<file path="src/rtl/sram_access_ctrl.sv">
// sram_access_ctrl
//   Load/store front end for the on-chip data SRAM. Takes one byte/halfword/word
//   request at a time, drives a registered SRAM port, and returns one response per
//   request. Loads capture the SRAM's registered read data one cycle after the
//   access, then align and extend it. Misaligned, out-of-range and illegal-size
//   requests are answered with an error and never reach the SRAM.
// Ports
//   clk, rst_n                 clock, asynchronous active-low reset
//   req_valid_i / req_ready_o  request handshake (ready only while idle)
//   req_we_i, req_size_i,      store/load, size (00 B, 01 H, 10 W, 11 illegal),
//   req_signed_i, req_addr_i,  sign-extend select, byte address,
//   req_wdata_i                right-justified store data
//   resp_valid_o / resp_ready_i response handshake
//   resp_rdata_o, resp_err_o   extended load data (0 for stores/errors), error flag
//   sram_ce_o, sram_we_o,      registered SRAM port; addr is word aligned,
//   sram_addr_o, sram_sel_o,   sel[3] covers data[31:24] (big-endian lanes),
//   sram_data_o                store data replicated across lanes
//   sram_data_i                SRAM read data, valid the cycle after a read access
module sram_access_ctrl #(
    parameter int unsigned ADDR_W = 10
) (
    input  logic        clk,
    input  logic        rst_n,
    input  logic        req_valid_i,
    output logic        req_ready_o,
    input  logic        req_we_i,
    input  logic [1:0]  req_size_i,
    input  logic        req_signed_i,
    input  logic [31:0] req_addr_i,
    input  logic [31:0] req_wdata_i,
    output logic        resp_valid_o,
    input  logic        resp_ready_i,
    output logic [31:0] resp_rdata_o,
    output logic        resp_err_o,
    output logic        sram_ce_o,
    output logic        sram_we_o,
    output logic [31:0] sram_addr_o,
    output logic [3:0]  sram_sel_o,
    output logic [31:0] sram_data_o,
    input  logic [31:0] sram_data_i
);

    typedef enum logic [1:0] {StIdle, StAccess, StCapture, StResp} state_e;

    state_e      state_q, state_d;
    logic        sram_ce_q, sram_ce_d;
    logic        sram_we_q, sram_we_d;
    logic [31:0] sram_addr_q, sram_addr_d;
    logic [3:0]  sram_sel_q, sram_sel_d;
    logic [31:0] sram_data_q, sram_data_d;
    logic        resp_valid_q, resp_valid_d;
    logic [31:0] resp_rdata_q, resp_rdata_d;
    logic        resp_err_q, resp_err_d;
    // Load shape kept for the capture cycle
    logic [1:0]  ld_size_q, ld_size_d;
    logic        ld_signed_q, ld_signed_d;
    logic [1:0]  ld_off_q, ld_off_d;

    logic        req_err;
    logic [3:0]  req_sel;
    logic [31:0] req_wrep;
    logic [7:0]  ld_byte;
    logic [15:0] ld_half;
    logic [31:0] ld_ext;

    // Request decode: error detection, lane select, write replication
    always_comb begin
        req_err  = (|req_addr_i[31:ADDR_W]);
        req_sel  = 4'b0000;
        req_wrep = req_wdata_i;
        unique case (req_size_i)
            2'b00: begin
                req_wrep = {4{req_wdata_i[7:0]}};
                unique case (req_addr_i[1:0])
                    2'b00: req_sel = 4'b1000;
                    2'b01: req_sel = 4'b0100;
                    2'b10: req_sel = 4'b0010;
                    2'b11: req_sel = 4'b0001;
                endcase
            end
            2'b01: begin
                req_wrep = {2{req_wdata_i[15:0]}};
                req_sel  = req_addr_i[1] ? 4'b0011 : 4'b1100;
                if (req_addr_i[0]) req_err = 1'b1;
            end
            2'b10: begin
                req_sel = 4'b1111;
                if (req_addr_i[1:0] != 2'b00) req_err = 1'b1;
            end
            2'b11: req_err = 1'b1;
        endcase
    end

    // Load alignment: move the addressed big-endian lane(s) down to bit 0, then extend
    always_comb begin
        ld_byte = sram_data_i[31:24];
        unique case (ld_off_q)
            2'b00: ld_byte = sram_data_i[31:24];
            2'b01: ld_byte = sram_data_i[23:16];
            2'b10: ld_byte = sram_data_i[15:8];
            2'b11: ld_byte = sram_data_i[7:0];
        endcase
        ld_half = ld_off_q[1] ? sram_data_i[15:0] : sram_data_i[31:16];
        ld_ext  = sram_data_i;
        if (ld_size_q == 2'b00) begin
            ld_ext = {{24{ld_signed_q & ld_byte[7]}}, ld_byte};
        end else if (ld_size_q == 2'b01) begin
            ld_ext = {{16{ld_signed_q & ld_half[15]}}, ld_half};
        end
    end

    always_comb begin
        state_d      = state_q;
        sram_ce_d    = sram_ce_q;
        sram_we_d    = sram_we_q;
        sram_addr_d  = sram_addr_q;
        sram_sel_d   = sram_sel_q;
        sram_data_d  = sram_data_q;
        resp_valid_d = resp_valid_q;
        resp_rdata_d = resp_rdata_q;
        resp_err_d   = resp_err_q;
        ld_size_d    = ld_size_q;
        ld_signed_d  = ld_signed_q;
        ld_off_d     = ld_off_q;

        unique case (state_q)
            StIdle: begin
                if (req_valid_i) begin
                    if (req_err) begin
                        resp_valid_d = 1'b1;
                        resp_err_d   = 1'b1;
                        resp_rdata_d = 32'h0;
                        state_d      = StResp;
                    end else begin
                        sram_ce_d   = 1'b1;
                        sram_we_d   = req_we_i;
                        sram_addr_d = {req_addr_i[31:2], 2'b00};
                        sram_sel_d  = req_sel;
                        sram_data_d = req_wrep;
                        ld_size_d   = req_size_i;
                        ld_signed_d = req_signed_i;
                        ld_off_d    = req_addr_i[1:0];
                        state_d     = StAccess;
                    end
                end
            end
            StAccess: begin
                // SRAM samples its port at this edge; drop the strobes, keep addr
                sram_ce_d  = 1'b0;
                sram_we_d  = 1'b0;
                sram_sel_d = 4'b0000;
                if (sram_we_q) begin
                    resp_valid_d = 1'b1;
                    resp_err_d   = 1'b0;
                    resp_rdata_d = 32'h0;
                    state_d      = StResp;
                end else begin
                    state_d = StCapture;
                end
            end
            StCapture: begin
                resp_valid_d = 1'b1;
                resp_err_d   = 1'b0;
                resp_rdata_d = ld_ext;
                state_d      = StResp;
            end
            StResp: begin
                if (resp_ready_i) begin
                    resp_valid_d = 1'b0;
                    resp_err_d   = 1'b0;
                    resp_rdata_d = 32'h0;
                    state_d      = StIdle;
                end
            end
        endcase
    end

    always_ff @(posedge clk or negedge rst_n) begin
        if (!rst_n) begin
            state_q      <= StIdle;
            sram_ce_q    <= 1'b0;
            sram_we_q    <= 1'b0;
            sram_addr_q  <= 32'h0;
            sram_sel_q   <= 4'b0000;
            sram_data_q  <= 32'h0;
            resp_valid_q <= 1'b0;
            resp_rdata_q <= 32'h0;
            resp_err_q   <= 1'b0;
            ld_size_q    <= 2'b00;
            ld_signed_q  <= 1'b0;
            ld_off_q     <= 2'b00;
        end else begin
            state_q      <= state_d;
            sram_ce_q    <= sram_ce_d;
            sram_we_q    <= sram_we_d;
            sram_addr_q  <= sram_addr_d;
            sram_sel_q   <= sram_sel_d;
            sram_data_q  <= sram_data_d;
            resp_valid_q <= resp_valid_d;
            resp_rdata_q <= resp_rdata_d;
            resp_err_q   <= resp_err_d;
            ld_size_q    <= ld_size_d;
            ld_signed_q  <= ld_signed_d;
            ld_off_q     <= ld_off_d;
        end
    end

    // Gated by rst_n so ready reads 0 while reset is held
    assign req_ready_o  = rst_n && (state_q == StIdle);
    assign resp_valid_o = resp_valid_q;
    assign resp_rdata_o = resp_rdata_q;
    assign resp_err_o   = resp_err_q;
    assign sram_ce_o    = sram_ce_q;
    assign sram_we_o    = sram_we_q;
    assign sram_addr_o  = sram_addr_q;
    assign sram_sel_o   = sram_sel_q;
    assign sram_data_o  = sram_data_q;

endmodule

</file>
<file path="config.mk">
export PLATFORM = sky130hd
export DESIGN_NAME = sram_access_ctrl
export DESIGN_NICKNAME = d
export VERILOG_FILES = /design/src/rtl/sram_access_ctrl.sv
export SDC_FILE = /design/constraint.sdc
export NUM_CORES = 1
export LEC_CHECK = 0
export BUFFER_PORTS_ARGS = -buffer_cell sky130_fd_sc_hd__buf_2
export CORE_ASPECT_RATIO = 1.25
export CORE_MARGIN = 2
export CORE_UTILIZATION = 50
export CTS_BUF_LIST = sky130_fd_sc_hd__clkbuf_8 sky130_fd_sc_hd__clkbuf_16
export CTS_CLUSTER_DIAMETER = 30
export DETAILED_ROUTE_END_ITERATION = 6
export PLACE_DENSITY = 0.81
export SETUP_SLACK_MARGIN = 0.05
export SYNTH_ARGS = -nofsm -noshare
export SYNTH_HDL_FRONTEND = slang
export SYNTH_SLANG_ARGS = --single-unit
</file>
<file path="constraint.sdc">
create_clock -name clk -period 5.4 [get_ports clk]
set_clock_uncertainty 0.2 [all_clocks]
set_input_delay 1.08 -clock clk [delete_from_list [all_inputs] [get_ports clk]]
set_output_delay 1.08 -clock clk [all_outputs]
set_load 0.005 [all_outputs]
</file>
==> out/qor.yml, run 1 <==
synth_area_leader_cell: "dfrtp_1"
leakage_nw: 3.91
hold_violations: 0
outcome: "finished clean"
die-height_um: 124
powerDensity_nw_per_um2: 516
path_class: "input pin to flop"
n_fill_cell: 908
remaining_drc_errors: 0
crit_family: "compound AO/OA/AOI/OAI gates"
grt_util_all_layers_pct: 24.4
critPathLaunchType: "input pin"
synth_xor_area_share_pct: 0
critPathMaxStageDelay_ps: 610
grt_pass1_wl_mm: 23.4
use_met2_pct: 41.0
core_area_um2: 11100
globalRouteMet3Util_pct: 5.27
grtUsageMet1_pct: 31.5
fin_crit_sh_pct: 67.2
grt.overflow.total: 0
rows: 43
yosysTopAreaCellShare_pct: 47.4
routed-via-count: 4536
cts_buffer_depth: 2
holdWs_ps: 280
antenna_found_initial: 0
synth_area_leaders: "dfrtp_1 47%, mux2_4 12%, mux2_1 6.5%"
clkLatencyLatePin_ps: 330
ant_nets: 0
slew_viol_final: 0
portBuffers: 206
syn_avg_cell_area_um2: 12.4
cts_sinks: 109
cts_buffers: 9
first_iter_violations: 220
synthAdderAreaFrac_pct: 1.96
drtPass1Iterations: 5
worstPathMaxFanout: 44
synthArstFlopShare_pct: 100
synth.distinct_cells: 53
ys_ff_latch: 109
syn-cell-area_um2: 5760
fin_crit_ps: 3630
n_antenna_cell: 0
synth_cells: 463
htreeDepth: 3
ys.flop_type: "dfrtp_1"
cts_tree: "yes"
path_cells: "buf_2, inv_1, ha_1, o311a_1, a21oi_4, or2_4, buf_12, mux2_1"
setup_tns_ps: 0
fin_ws_ps: 1770
clkTransAtPathRegs_ps: 70
cts.hold.buffers_added: 0
max_cap_violations: 0
synthMuxAreaShare_pct: 23.5
yosys-top-cells-count: "109 x dfrtp_1, 45 x mux2_4, 34 x nand2_1, 33 x mux2_1, 28 x o21ai_0"
slew_headroom_pct: 38.1
pre_cts_slack_ps: 1400
crit_required_ps: 5420
area_growth_pct: 22.0
yosysMostFrequentCell: "dfrtp_1"
finalNetCount: 765
timing.critical_path.buf_inv: 3
grt_max_degree: 72
synth_seq_area_share_pct: 47.4
post_cts_buffers: 0
grt_pass1_vias: 4612
setup_viol: 0
yosys.area_share.simple_pct: 6.43
ctsResizeCount: 0
die_area_um2: 12400
wire_per_inst_um: 18.7
synth_top_family_by_area: "multiplexers"
grt-busiest-layer: "met2"
yosys_warnings: 0
gp_congestion: 0.919
slowest_stage: "or2_4"
root_buffer: "clkbuf_16"
avgViaCountPerCell: 5.73
endpoint_kind: "flop"
num_io_pins: 209
drive_gt1_share_pct: 44.3
arrival_ps: 3640
die_w_um: 100
fmax_mhz: 276
wirelength_mm: 14.8
peakVddDrop_uv: 324
rsz0062_at_grt: "no"
worst_pin_slew_ps: 924
hp-class: "flop to flop"
dp_hpwl_mm: 11.1
start_util_pct: 51.7
synth_compound_area_share_pct: 15.2
synth_edf_count: 0
[cell usage in the layout, fill, tap and decap left out, types with 2 or more instances in the layout]
cell type and n:
buf_2 205, dfrtp_1 109, mux2_4 45, nand2_1 34
mux2_1 33, o21ai_0 28, a21oi_1 16, a22o_1 16
o211a_1 16, inv_1 14, o21ai_1 13, mux2i_1 10
nor2_1 10, ha_1 9, clkbuf_16 9, a311oi_1 8
nand3_1 7, and3_1 7, mux4_2 7, buf_4 6
nor4_1 5, o221ai_1 5, o31ai_2 4, mux2_2 4
and2_1 2, or2_2 2, o22ai_1 2, clkinv_1 2
a21o_1 2, conb_1 2
[worst paths after layout]
path                                       from                to  slack (ps)  depth (start not counted)
worst max-delay path              req_size_i[0]    sram_data_o[0]        1770                          8
worst min-delay path            resp_rdata_o[0]   resp_rdata_o[0]         280                          1
worst max register to register       state_q[1]    sram_data_o[0]        2270                          6
worst min register to register  resp_rdata_o[0]   resp_rdata_o[0]         280                          1
max in group asynchronous                 rst_n  resp_rdata_o[15]        3230                          2
min in group asynchronous                 rst_n  resp_rdata_o[16]         500                          1
[sequential cells by signal (all words and copies together), names as in the netlist]
name	flops
resp_valid_o	1
sram_data_o	32
sram_we_o	1
ld_off_q	2
ld_size_q	2
resp_rdata_o	32
state_q	2
sram_addr_o	30
ld_signed_q	1
sram_sel_o	4
sram_ce_o	1
resp_err_o	1
[final cells by class]
cell class,count,area (µm²),area share (%)
Clock buffer,10,239,3.40
Clock inverter,6,32.5,0.463
Inverter,13,48.8,0.695
Multi-Input combinational cell,307,2710,38.6
Sequential cell,109,2730,38.8
Tap cell,135,169,2.41
Timing Repair Buffer,212,1090,15.5
[per-stage QoR]
step / area [µm²] / cells / power (mW) / utilization (%)
floorplan: 5760 / 464 / 2.47 / -
global placement: 6750 / 776 / 2.98 / 60.6
detailed placement: 6750 / 776 / 3.04 / 60.6
CTS: 7020 / 792 / 3.65 / 63.0
global route: 7020 / 792 / 3.89 / 63.0
finish: 7020 / 792 / 3.62 / 63.0
[power breakdown]
| group | internal, mW | total, mW | switching [mW] |
|---|---|---|---|
| logic | 0.850 | 1.62 | 0.773 |
| clock network | 0.321 | 0.604 | 0.283 |
| registers | 1.16 | 1.40 | 0.237 |
[kinds of logic after synthesis]
group                    count (synthesis)
AO/OA/AOI/OAI                          121
adder cells (fa/ha/maj)                  9
buffers and inverters                   48
flip-flops                             109
multiplexers                            99
other                                    1
AND/OR/NAND/NOR                         76
[routing by layer]
layer,vias to the layer above,share of wire (%),wire [µm]
met1,2255,40,5900
met5,-,0,0
met4,0,1.3,195
li1,2074,-,-
met2,195,51,7510
met3,12,7.9,1170
(Power assumes the default switching activity.)
==> inputs of run 2 (changes only) <==
- clock period: 5.4 -> 3.7 ns (I/O delays scaled with it)
==> out/qor.yml, run 2 (synthesis results as in run 1) <==
max_cap_violations: 0  # unchanged
grt.overflow.total: 0  # unchanged
crit_family: "compound AO/OA/AOI/OAI gates"
p_comb_share_pct: 43.6  # -1.2 points
routed-via-count: 4549  # +0.29%
p_int_mw: 3.55  # +52%
grt_pass1_wl_mm: 23.9  # +2.2%
die_area_um2: 12400  # unchanged
core_area_um2: 11100  # unchanged
cts_sinks: 109  # unchanged
area_growth_pct: 24.0
n_fill_cell: 917  # +0.99%
pwr-share-seq_pct: 37.1  # -1.4 points
clkTransAtPathRegs_ps: 70  # about the same
grt_max_degree: 74  # +2.8%
hold_violations: 0  # unchanged
wire_per_inst_um: 19.1  # +2.5%
critPathMaxStageDelay_ps: 370  # -240 ps
rsz0062_at_grt: "no"
finalNetCount: 770  # +0.65%
die-height_um: 124  # unchanged
root_buffer: "clkbuf_16"
worstPathMaxFanout: 15  # -66%
worst_pin_slew_ps: 990  # +66.4 ps
cts_tree: "yes"
gp_congestion: 0.947  # +3.1%
die_w_um: 100  # unchanged
layout_common_cells: "205 x buf_2, 109 x dfrtp_1, 45 x mux2_4"
critPathLaunchType: "input pin"
drive_gt1_share_pct: 45.2  # +0.87 points
avgViaCountPerCell: 5.70  # -0.47%
fin_cells: 798  # +0.76%
remaining_drc_errors: 0  # unchanged
path_cells: "buf_2, inv_1, ha_1, a211oi_1, o311a_1, a21oi_4, or2_4, buf_4, mux2_1"
p_sw_mw: 1.94  # +50%
cts_buffers: 9  # unchanged
peakVddDrop_uv: 375  # +16%
ctsResizeCount: 0  # unchanged
cts.hold.buffers_added: 0  # unchanged
cts_buffer_depth: 2  # unchanged
antenna_found_initial: 0  # unchanged
first_iter_violations: 243  # +10%
dp_hpwl_mm: 11.5  # +3.5%
path_class: "input pin to flop"
fmax_mhz: 336
rows: 43  # unchanged
dp_cells: 781  # +0.64%
endpoint_kind: "flop"
leakage_nw: 3.95  # +1.2%
grt_pass1_vias: 4665  # +1.1%
post_cts_buffers: 0  # unchanged
outcome: "finished clean"
powerDensity_nw_per_um2: 769  # +49%
start_util_pct: 51.7  # unchanged
fin_crit_ps: 2970
slew_headroom_pct: 33.7  # -4.4 points
final_common_cell: "buf_2"
setup_tns_ps: 0  # unchanged
p_clk_share_pct: 19.3  # +2.6 points
grt_util_all_layers_pct: 24.8  # +0.42 points
ant_nets: 0  # unchanged
timing.critical_path.buf_inv: 3  # unchanged
fin_crit_sh_pct: 80.3
slowest_stage: "o311a_1"
hp-class: "input pin to asynchronous set/reset pin"
fin_ws_ps: 727  # -1050 ps
slew_viol_final: 0  # unchanged
setup_viol: 0  # unchanged
wirelength_mm: 15.3  # +3.3%
htreeDepth: 3  # unchanged
crit_required_ps: 3730  # -1690 ps
arrival_ps: 3000  # -640 ps
swShare_pct: 35.3  # -0.37 points
num_io_pins: 209  # unchanged
clkLatencyLatePin_ps: 340  # about the same
portBuffers: 206  # unchanged
pre_cts_slack_ps: 375  # -1030 ps
drtPass1Iterations: 4  # -1
[run 2: area by class of cell]
cell class	count	area, µm²	area share (%)
clock buffers	9	225	3.16
repair buffers	217	1140	16.0
diodes	1	2.50	0.0351
clock inverters	7	108	1.51
well taps	135	169	2.37
flip-flops and latches	109	2730	38.2
inverters	13	48.8	0.684
multi-input cells	307	2710	38.0
[run 2: path summary, 6_finish.rpt]
check | cells after the start | endpoint | from | slack (ps)
worst min register to register | 1 | resp_rdata_o[17] | resp_rdata_o[17] | 280
worst max register to register | 7 | ld_off_q[1] | state_q[0] | 1250
worst max-delay path | 9 | ld_off_q[1] | req_size_i[0] | 730
worst min-delay path | 2 | resp_rdata_o[11] | rst_n | 280
min in group clk | 1 | resp_rdata_o[17] | resp_rdata_o[17] | 280
max in group asynchronous | 3 | ld_off_q[1] | rst_n | 1760
[run 2: power groups by stage]
stage	clock (mW)	combinational, mW	sequential (mW)
finish	1.06	2.39	2.03
global route	1.14	2.64	2.10
CTS	1.09	2.41	2.04
detailed placement	0	2.41	2.04
global placement	0	2.32	2.02
floorplan	0	1.60	2.00
[run 2: worst register-to-register path, stage by stage (launching register included)]
cell and delay (ps):
dfrtp_1 390, inv_1 110, ha_1 300, nand2_1 90, buf_4 250, or2_4 340, buf_4 310, mux2_1 340
[run 2: routing by layer]
layer	global-route usage, %	part of all wire [%]	vias up
met5	0	0	-
met4	7.96	1.2	0
met3	5.16	7.7	14
met2	43.4	52	203
met1	30.8	39	2237
li1	-	-	2095
[run 2: per-stage QoR]
stage          cell area (µm²)  hold WS (ps)  power [mW]  util [%]
6_report                  7140           276        5.48      64.1
5_1_grt                   7130           298        5.87      64.0
4_1_cts                   7130           283        5.54      64.0
3_5_place_dp              6800           269        4.45      61.1
3_3_place_gp              6800           262        4.35      61.1
2_1_floorplan             5760           244        3.60         -
